===== src/rtl/register_file_16x32.sv =====
// Sixteen-entry register file with three combinational read ports, one-hot write
// select, and R15 doubling as a program counter that can auto-increment.
module register_file_16x32 #(
  parameter int WIDTH   = 32,
  parameter int PC_STEP = 4
) (
  input  logic             clk,
  input  logic             reset,
  input  logic             we,
  input  logic [15:0]      ld,
  input  logic [WIDTH-1:0] wdata,
  input  logic             pc_inc,
  input  logic [3:0]       ra,
  input  logic [3:0]       rb,
  input  logic [3:0]       rc,
  output logic [WIDTH-1:0] qa,
  output logic [WIDTH-1:0] qb,
  output logic [WIDTH-1:0] qc,
  output logic [WIDTH-1:0] pc,
  output logic             ld_err,
  output logic [7:0]       wr_count
);

  localparam int PC_IDX = 15;

  logic [WIDTH-1:0] regs_q [16];
  logic [WIDTH-1:0] regs_d [16];
  logic             ld_err_q, ld_err_d;
  logic [7:0]       wr_count_q, wr_count_d;

  logic ld_any;
  logic ld_one_hot;
  logic commit;

  // Clearing the lowest set bit leaves zero only when exactly one bit was set.
  assign ld_any     = (ld != 16'h0000);
  assign ld_one_hot = ld_any && ((ld & (ld - 16'd1)) == 16'h0000);
  assign commit     = we && ld_one_hot;

  always_comb begin
    // NOTE: every signal written here gets a default first, so no path leaves it
    // unassigned and no latch is inferred.
    regs_d     = regs_q;
    ld_err_d   = ld_err_q;
    wr_count_d = wr_count_q;

    if (pc_inc) begin
      regs_d[PC_IDX] = regs_q[PC_IDX] + WIDTH'(PC_STEP);
    end

    // Applied after the increment so that an explicit write to R15 overrides it.
    if (commit) begin
      for (int i = 0; i < 16; i++) begin
        if (ld[i]) begin
          regs_d[i] = wdata;
        end
      end
      wr_count_d = wr_count_q + 8'd1;
    end

    if (we && ld_any && !ld_one_hot) begin
      ld_err_d = 1'b1;
    end
  end

  always_ff @(posedge clk) begin
    // NOTE: state registers use non-blocking assignments so every flop samples
    // the pre-edge values, independent of statement order.
    if (reset) begin
      // NOTE: the register array is reset deliberately; the architecture requires
      // every register to read zero after reset, which rules out a RAM macro.
      for (int i = 0; i < 16; i++) begin
        regs_q[i] <= '0;
      end
      ld_err_q   <= 1'b0;
      wr_count_q <= 8'd0;
    end else begin
      regs_q     <= regs_d;
      ld_err_q   <= ld_err_d;
      wr_count_q <= wr_count_d;
    end
  end

  assign qa       = regs_q[ra];
  assign qb       = regs_q[rb];
  assign qc       = regs_q[rc];
  assign pc       = regs_q[PC_IDX];
  assign ld_err   = ld_err_q;
  assign wr_count = wr_count_q;

endmodule


===== config.mk =====
export PLATFORM = sky130hd
export DESIGN_NAME = register_file_16x32
export DESIGN_NICKNAME = d
export VERILOG_FILES = /design/src/rtl/register_file_16x32.sv
export SDC_FILE = /design/constraint.sdc
export NUM_CORES = 1
export LEC_CHECK = 0
export ABC_CLOCK_PERIOD_IN_PS = 3720
export BUFFER_PORTS_ARGS = -buffer_cell sky130_fd_sc_hd__buf_2
export CORE_MARGIN = 5
export CORE_UTILIZATION = 30
export DETAILED_ROUTE_END_ITERATION = 10
export SLEW_MARGIN = 20
export SYNTH_ARGS = -nofsm -noshare
export SYNTH_HDL_FRONTEND = slang
export SYNTH_SLANG_ARGS = --single-unit

===== constraint.sdc =====
create_clock -name clk -period 3.72 [get_ports clk]
set_input_delay 0.744 -clock clk [delete_from_list [all_inputs] [get_ports clk]]
set_output_delay 0.744 -clock clk [all_outputs]
set_load 0.01 [all_outputs]

==> results of run 1 <==
-- through the flow --
step	util	instance area [um^2]	hold slack, ns
3_5_place_dp	0.334	35300	0.444
3_3_place_gp	0.334	35300	0.432
4_1_cts	0.352	37200	0.352
5_1_grt	0.352	37200	0.393
6_report	0.352	37200	0.394
2_1_floorplan	-	32000	0.465
-- routing by layer --
| layer | wire (um) | vias to the layer above | track usage |
|---|---|---|---|
| met3 | 8460 | 181 | 0.0463 |
| met2 | 50800 | 855 | 0.303 |
| met4 | 3440 | 8 | 0.0563 |
| li1 | - | 9896 | - |
| met5 | 48 | - | 0 |
| met1 | 45200 | 11800 | 0.248 |
-- cells in the final DEF (no fill, tap or decap), drive strengths merged, types with 5 or more instances in the layout --
cell / instances
nor2: 8
xnor2: 10
dfxtp: 521
nand2b: 481
or4: 5
inv: 6
o21ai: 38
nand3: 61
a21oi: 44
clkbuf: 83
mux4: 480
xor2: 19
nand2: 8
clkinv: 16
nor3: 40
mux2i: 449
nand4: 16
buf: 318
a211oi: 29
-- worst min-delay path by stage --
stage                      from           to  slack, ns  cells past startpoint
global placement         ld_err       ld_err       0.43                      2
global route          wdata[27]   regs_q[59]       0.39                      3
floorplan           regs_q[446]  regs_q[446]       0.47                      2
detailed placement       ld_err       ld_err       0.44                      2
CTS                    wdata[2]   regs_q[34]       0.35                      3
finish                 wdata[3]   regs_q[35]       0.39                      3
-- flip-flops by register name, summed over array words and instances (netlist names) --
| signal | cells |
|---|---|
| pc | 32 |
| wr_count | 8 |
| ld_err | 1 |
| regs_q | 480 |
-- final cells by class --
class                   count  share of cell area
clock buffers              80              0.0453
flip-flops and latches    521               0.280
diodes                      2            0.000135
clock inverters            21             0.00579
inverters                   5            0.000505
well taps                1391              0.0468
multi-input cells        1728               0.550
repair buffers            321              0.0709
-- kinds of logic after synthesis --
family | synth area share
muxes | 0.479
buffers and inverters | 0.0414
xor gates and xnor gates | 0.00794
adders and majority gates | 0.00141
AOI/OAI and AO/OA | 0.0246
DFF | 0.326
and+or+nand+nor | 0.120
-- synthesized netlist by cell type, drive strengths merged --
master,instances,area share
buf,131,0.020
o31ai,4,0.00094
or3,3,0.00059
mux2i,449,0.14
o211ai,1,0.00023
mux2,2,0.00070
maj3,2,0.00063
xnor2,10,0.0027
o21a,1,0.00023
nand2b,481,0.094
nand2,8,0.00094
nor4,4,0.00078
xor2,19,0.0052
o211a,1,0.00031
nor3,40,0.0063
nor2,8,0.00094
o2111a,2,0.00070
ha,2,0.00078
a2111oi,4,0.0017
and3,4,0.00078
inv,5,0.00059
o21ai,38,0.0059
nand4,16,0.0031
nand3b,1,0.00023
and4,2,0.00055
dfxtp,521,0.33
and2,2,0.00039
o2111ai,2,0.00055
nand3,61,0.0095
a211oi,29,0.0068
or4,5,0.0012
a2111o,1,0.00035
mux4,480,0.34
a21oi,44,0.0069
clkbuf,174,0.020
nor2b,2,0.00039
-- critical path: cells and delay by family --
family   cells  cell delay, ns
buf+inv      3            0.70
mux          2            1.15
-- report_power, final --
group	internal (mW)	total [mW]	switching (mW)
clock network	3.40	5.85	2.45
logic	0.429	1.03	0.596
registers	5.58	5.59	0.00543
==> results.tsv, run 1 <==
metric	value	unit
Detailed Route WL	108	mm
RSZ-0062 raised after global routing	false	
Total Die Area	113000	um^2
Critical Path Sink Type	primary output	
CP Cell Sequence	clkbuf_8 > buf_12 > mux4_2 > mux4_2 > buf_2	
Setup WS pre-CTS	0.313	ns
synthesis-stage register bit count	521	
Rows	119	
CP peak stage delay	0.62	ns
antenna violations before repair	9	
post-route setup slack	0.335	ns
worst min path class	in2reg	
Setup TNS Final	0	ns
remaining antenna violation count after routing	0	
Mapped Cells	2559	
Final HPWL DP	69.3	mm
cts repair resizes	0	
number of max-cap violations	0	
DRC violations left	0	
Synth Area per Inst	12.5	um^2
register area	10400	um^2
reg2reg end	pc[21]	
r2r setup slk	1.48	ns
placed insts	3966	
Seq/Total Area, Yosys	0.326	
DIE WIDTH	337	um
IO buf count	200	
endpoints failing hold	0	
min Tclk post-route	3.38	ns
Pins Over Slew Limit	0	
via/cell ratio	5.59	
global route total overflow	0	
worst path arrival time	2.64	ns
crit start category	input port	
fill count	10100	
Post-Syn Area	32000	um^2
Multi-input gate area	20500	um^2
top-level I/O count	201	
Fmax	295	MHz
H-tree levels	2	
CP startpoint	rb[0]	
Post-CTS Setup Repair Bufs	0	
headroom to the max-slew limit	0.456	
Final Wtd Congestion	0.794	
core area	106000	um^2
first-pass iteration count of the detailed router	5	
timing endpoint of the critical path	qb[0]	
Die H	337	um
crit-path max FO	22	
Synth warnings	0	
all-layer global routing usage	0.187	
vias	22800	
maximum VDD drop	0.324	mV
critical path class	in2out	
hold buffers post-CTS	0	
Initial Util	0.303	
DRT iter0 DRCs	2097	
first-pass GRT wire length	159	mm
clock latency on the worst-skew pair	0.63	ns
fin cells	4069	
layout overhead on the synthesized area	16.2	%
clk slew on worst S/H paths	0.06	ns
Worst Path Required	2.98	ns
R2R cell count	7	
CP max stage cell	mux4_2	
syn_nets	2625	
outcome	finished clean	
# setup viols final	0	
skew final	0.0212	ns
Final Cycle Share	0.910	
Root Driver	clkbuf_16	
layout cell share with drive strength beyond 1	0.343	
Worst Tran Pin Value	0.812	ns
DR WL/cell	26.5	um
vias in the first global route	22900	
CTS buffer count	57	
reg2reg start	pc[2]	
clock sinks	521	
largest net degree at the start of global routing	79	
CTS tree	built	
nets	2700	
count of cell types in the netlist	39	
Pwr Total	12.5	mW
P_leak	15.3	nW
Power per Cell Area	335	nW/um^2
cell with the most instances on the worst path	mux4_2	
Clock Tree Buf Depth	3	
(Power assumes the default switching activity.)
==> inputs of run 2 (changes only) <==
--- a/config.mk
+++ b/config.mk
@@ -10,6 +10,7 @@
 export CORE_MARGIN = 5
 export CORE_UTILIZATION = 30
 export DETAILED_ROUTE_END_ITERATION = 10
+export MAX_ROUTING_LAYER = met4
 export SLEW_MARGIN = 20
 export SYNTH_ARGS = -nofsm -noshare
 export SYNTH_HDL_FRONTEND = slang
==> run 2 against run 1 <==
  * Utilization hardly changed
  * Total power hardly changed
  * Worst setup slack better by 0.010 ns
  * Largest power group unchanged
==> results.tsv, run 2 (synthesis results as in run 1) <==
metric	value	unit
Final HPWL DP	69.3	mm
RSZ-0062 raised after global routing	false	
Die H	337	um
Reg with most FFs	regs_q	
largest net degree at the start of global routing	79	
clock sinks	521	
Root Driver	clkbuf_16	
crit-path max FO	22	
layout cell share with drive strength beyond 1	0.343	
layout overhead on the synthesized area	16.2	%
endpoints failing hold	0	
DRC violations left	0	
Worst Path Required	2.98	ns
all-layer global routing usage	0.192	
first-pass iteration count of the detailed router	5	
Rows	119	
Final Wtd Congestion	0.806	
Detailed Route WL	108	mm
Setup TNS Final	0	ns
fin util	0.352	
skew final	0.0285	ns
CTS buffer count	57	
CTS tree	built	
cts repair resizes	0	
Post-CTS Setup Repair Bufs	0	
maximum VDD drop	0.328	mV
DR WL/cell	26.5	um
register area	10400	um^2
H-tree levels	2	
most common cell after layout, fill and taps aside	dfxtp_1	
worst min path class	in2reg	
Final Cycle Share	0.907	
Total Die Area	113000	um^2
headroom to the max-slew limit	0.453	
Power per Cell Area	335	nW/um^2
antenna violations before repair	10	
Pins Over Slew Limit	0	
DRT iter0 DRCs	2184	
Initial Util	0.303	
Fmax	296	MHz
most frequent cells in the layout	dfxtp_1 (521), nand2b_1 (481), mux4_2 (480)	
worst path arrival time	2.63	ns
Clock Tree Buf Depth	3	
clock latency on the worst-skew pair	0.63	ns
min Tclk post-route	3.37	ns
via/cell ratio	5.61	
vias	22900	
# setup viols final	0	
vias in the first global route	22900	
Critical Path Sink Type	primary output	
global route total overflow	0	
clk slew on worst S/H paths	0.06	ns
Worst Tran Pin Value	0.816	ns
DIE WIDTH	337	um
max reg flops	480	
fill count	10200	
nets	2700	
Multi-input gate area	20500	um^2
first-pass GRT wire length	158	mm
outcome	finished clean	
hold buffers post-CTS	0	
remaining antenna violation count after routing	0	
IO buf count	200	
critical path class	in2out	
number of max-cap violations	0	
P_leak	15.3	nW
top-level I/O count	201	
core area	106000	um^2
crit start category	input port	
[run 2: changes by cell type in the layout (fill, tap and decap cells not counted), sizes merged]
cell | before | now
diode | 2 | 6
[run 2: path summary, 6_finish.rpt]
kind                            startpoint    endpoint  slack (ns)  depth (start not counted)
worst max register to register       pc[2]      pc[21]        1.50                          7
worst max-delay path                 rb[0]       qb[0]        0.35                          5
worst min-delay path              wdata[3]  regs_q[35]        0.39                          3
worst min register to register      ld_err      ld_err        0.46                          2
[run 2: where the power goes]
group,switching (mW),total [mW],internal (mW),leakage (nW)
Sequential,0.00524,5.59,5.58,4.19
Combinational,0.594,1.02,0.429,10.2
Clock,2.45,5.86,3.40,0.957
Total,3.05,12.5,9.41,15.3
[run 2: cell type report]
cell class                      count  share of cell area
Multi-Input combinational cell   1728               0.550
Timing Repair Buffer              321              0.0708
Tap cell                         1391              0.0468
Antenna cell                        6            0.000404
Sequential cell                   521               0.280
Inverter                            5            0.000505
Clock buffer                       80              0.0452
Clock inverter                     21             0.00579
[run 2: through the flow]
step / area (um^2) / setup slack, ns / total power, mW / cells / hold WS [ns]
2_1_floorplan: 32000 / 0.176 / 6.35 / 2559 / 0.465
3_3_place_gp: 35300 / 0.346 / 6.74 / 3966 / 0.432
3_5_place_dp: 35300 / 0.313 / 6.74 / 3966 / 0.444
4_1_cts: 37200 / 0.345 / 12.6 / 4067 / 0.352
5_1_grt: 37200 / 0.272 / 12.9 / 4073 / 0.393
6_report: 37200 / 0.346 / 12.5 / 4073 / 0.392
[run 2: layer usage]
layer,up-vias,routed length (um),GRT usage
li1,9905,-,-
met1,11900,44900,0.249
met2,893,50900,0.302
met3,196,8700,0.0455
met4,0,3540,0.0563
met5,-,0,-
[run 2: worst max-delay path: stages]
cell and delay, ns:
clkbuf_8 0.26, buf_12 0.25, mux4_2 0.53, mux4_2 0.62, buf_2 0.19
==> inputs of run 3 (changes only) <==
--- a/config.mk
+++ b/config.mk
@@ -5,7 +5,7 @@
 export SDC_FILE = /design/constraint.sdc
 export NUM_CORES = 1
 export LEC_CHECK = 0
-export ABC_CLOCK_PERIOD_IN_PS = 3720
+export ABC_CLOCK_PERIOD_IN_PS = 3800
 export BUFFER_PORTS_ARGS = -buffer_cell sky130_fd_sc_hd__buf_2
 export CORE_MARGIN = 5
 export CORE_UTILIZATION = 30
@@ -15,3 +15,4 @@
 export SYNTH_ARGS = -nofsm -noshare
 export SYNTH_HDL_FRONTEND = slang
 export SYNTH_SLANG_ARGS = --single-unit
+export TNS_END_PERCENT = 20
==> constraint.sdc (replaced) <==
create_clock -name clk -period 3.8 [get_ports clk]
set_input_delay 0.57 -clock clk [delete_from_list [all_inputs] [get_ports clk]]
set_output_delay 0.57 -clock clk [all_outputs]
set_load 0.01 [all_outputs]
==> run 3 against run 2 <==
  * Sequential power decreased by 2%
  * Via count increased by 0.68%
  * Total power increased by 3.2%
  * Sequential cell count unchanged
  * Critical path type unchanged
  * Largest cell class unchanged
==> results.tsv, run 3 (synthesis results as in run 1) <==
metric	value	unit
top-level I/O count	201	
worst path arrival time	2.55	ns
M3 GR Usage	0.0535	
DRC violations left	0	
Final Wtd Congestion	0.807	
cell with the most instances on the worst path	mux4_2	
Root Driver	clkbuf_16	
Final Cycle Share	0.822	
via/cell ratio	5.66	
grt met2 use	0.294	
Reg with most FFs	regs_q	
P_leak	15.3	nW
crit start category	input port	
global route total overflow	0	
Rows	119	
Setup TNS Final	0	ns
all-layer global routing usage	0.193	
skew final	0.0352	ns
antenna violations before repair	5	
Initial Util	0.303	
# setup viols final	0	
Pins Over Slew Limit	0	
endpoints failing hold	0	
reg2reg end	pc[29]	
largest net degree at the start of global routing	95	
critical path class	in2out	
worst min path class	in2reg	
most common cell after layout, fill and taps aside	dfxtp_1	
GR Util met1	0.250	
Critical Path Sink Type	primary output	
remaining antenna violation count after routing	0	
H-tree levels	3	
Post-CTS Setup Repair Bufs	0	
R2R cell count	7	
IO buf count	200	
switching power	3.15	mW
number of max-cap violations	0	
crit-path leading delay family	multiplexers	
reg2reg start	pc[11]	
Clock Tree Buf Depth	3	
Clock power frac	0.499	
r2r setup slk	1.50	ns
min Tclk post-route	3.12	ns
Die H	337	um
first-pass GRT wire length	159	mm
Final HPWL DP	67.8	mm
sequential share of power	0.425	
Worst Tran Pin Value	0.774	ns
core area	106000	um^2
timing endpoint of the critical path	qc[3]	
vias	23000	
Int Pwr	9.72	mW
Pwr Total	12.9	mW
CP peak stage delay	0.54	ns
DR WL/cell	26.5	um
nets	2688	
DIE WIDTH	337	um
fin cells	4066	
max reg flops	480	
Comb power frac	0.076	
fill count	10200	
clock sinks	521	
DRT iter0 DRCs	2074	
Fmax	320	MHz
Multi-input gate area	20500	um^2
CP Cell Sequence	clkbuf_8 > buf_12 > mux4_2 > mux4_2 > buf_2	
headroom to the max-slew limit	0.482	
Worst path depth	5	
CP max stage cell	mux4_2	
RSZ-0062 raised after global routing	false	
clk slew on worst S/H paths	0.06	ns
vias in the first global route	23000	
Worst Path Required	3.23	ns
most frequent cells in the layout	dfxtp_1 (521), nand2b_1 (481), mux4_2 (480)	
Detailed Route WL	108	mm
cts repair resizes	0	
maximum VDD drop	0.264	mV
Total Die Area	113000	um^2
Worst Path Buf+Inv	3	
register area	10400	um^2
layout overhead on the synthesized area	16.3	%
clock latency on the worst-skew pair	0.63	ns
outcome	finished clean	
CTS tree	built	
layout cell share with drive strength beyond 1	0.340	
crit-path max FO	28	
Power per Cell Area	346	nW/um^2
hold buffers post-CTS	0	
switching share of total power	0.245	
CP startpoint	rc[0]	
first-pass iteration count of the detailed router	5	
CTS buffer count	66	
placed insts	3945	
Most Crowded Layer GR	met2	
## run 3: worst min-delay path by stage
| stage | cells past startpoint | slack [ns] | to | startpoint |
|---|---|---|---|---|
| 5_1_grt | 3 | 0.20 | regs_q[59] | wdata[27] |
| 4_1_cts | 3 | 0.20 | regs_q[57] | wdata[25] |
| 3_3_place_gp | 2 | 0.44 | ld_err | ld_err |
| 3_5_place_dp | 2 | 0.44 | ld_err | ld_err |
| 6_report | 3 | 0.22 | regs_q[59] | wdata[27] |
| 2_1_floorplan | 2 | 0.47 | regs_q[446] | regs_q[446] |
## run 3: through the flow
stage | worst slack, ns | hold slack [ns] | instance area (um^2) | utilization
floorplan | 0.604 | 0.465 | 32000 | -
global placement | 0.449 | 0.435 | 35000 | 0.332
detailed placement | 0.494 | 0.438 | 35000 | 0.332
CTS | 0.656 | 0.196 | 37200 | 0.352
global route | 0.570 | 0.205 | 37200 | 0.353
finish | 0.678 | 0.221 | 37200 | 0.353
## run 3: per-layer routing
| metal | routed length [um] | part of all wire |
|---|---|---|
| met1 | 44600 | 0.41 |
| met2 | 49500 | 0.46 |
| met3 | 9660 | 0.090 |
| met4 | 3790 | 0.035 |
| met5 | 0 | 0 |
## run 3: layout make-up
type / count / area share
inverter: 5 / 0.000504
timing repair buffer: 300 / 0.0635
multi-input combinational: 1728 / 0.550
sequential: 521 / 0.280
tap: 1391 / 0.0468
clock inverter: 25 / 0.00773
clock buffer: 92 / 0.0513
antenna: 4 / 0.000269
## run 3: tightest hold or removal path: stages
cell     delay, ns
buf_2         0.12
nand3_1       0.06
a21oi_1       0.05
## run 3: power groups by stage
stage | sequential, mW | combinational, mW | clock [mW]
2_1_floorplan | 5.59 | 0.624 | 0
3_3_place_gp | 5.59 | 0.981 | 0
3_5_place_dp | 5.59 | 0.979 | 0
4_1_cts | 5.47 | 0.981 | 6.55
5_1_grt | 5.47 | 1.03 | 6.78
6_report | 5.47 | 0.975 | 6.42
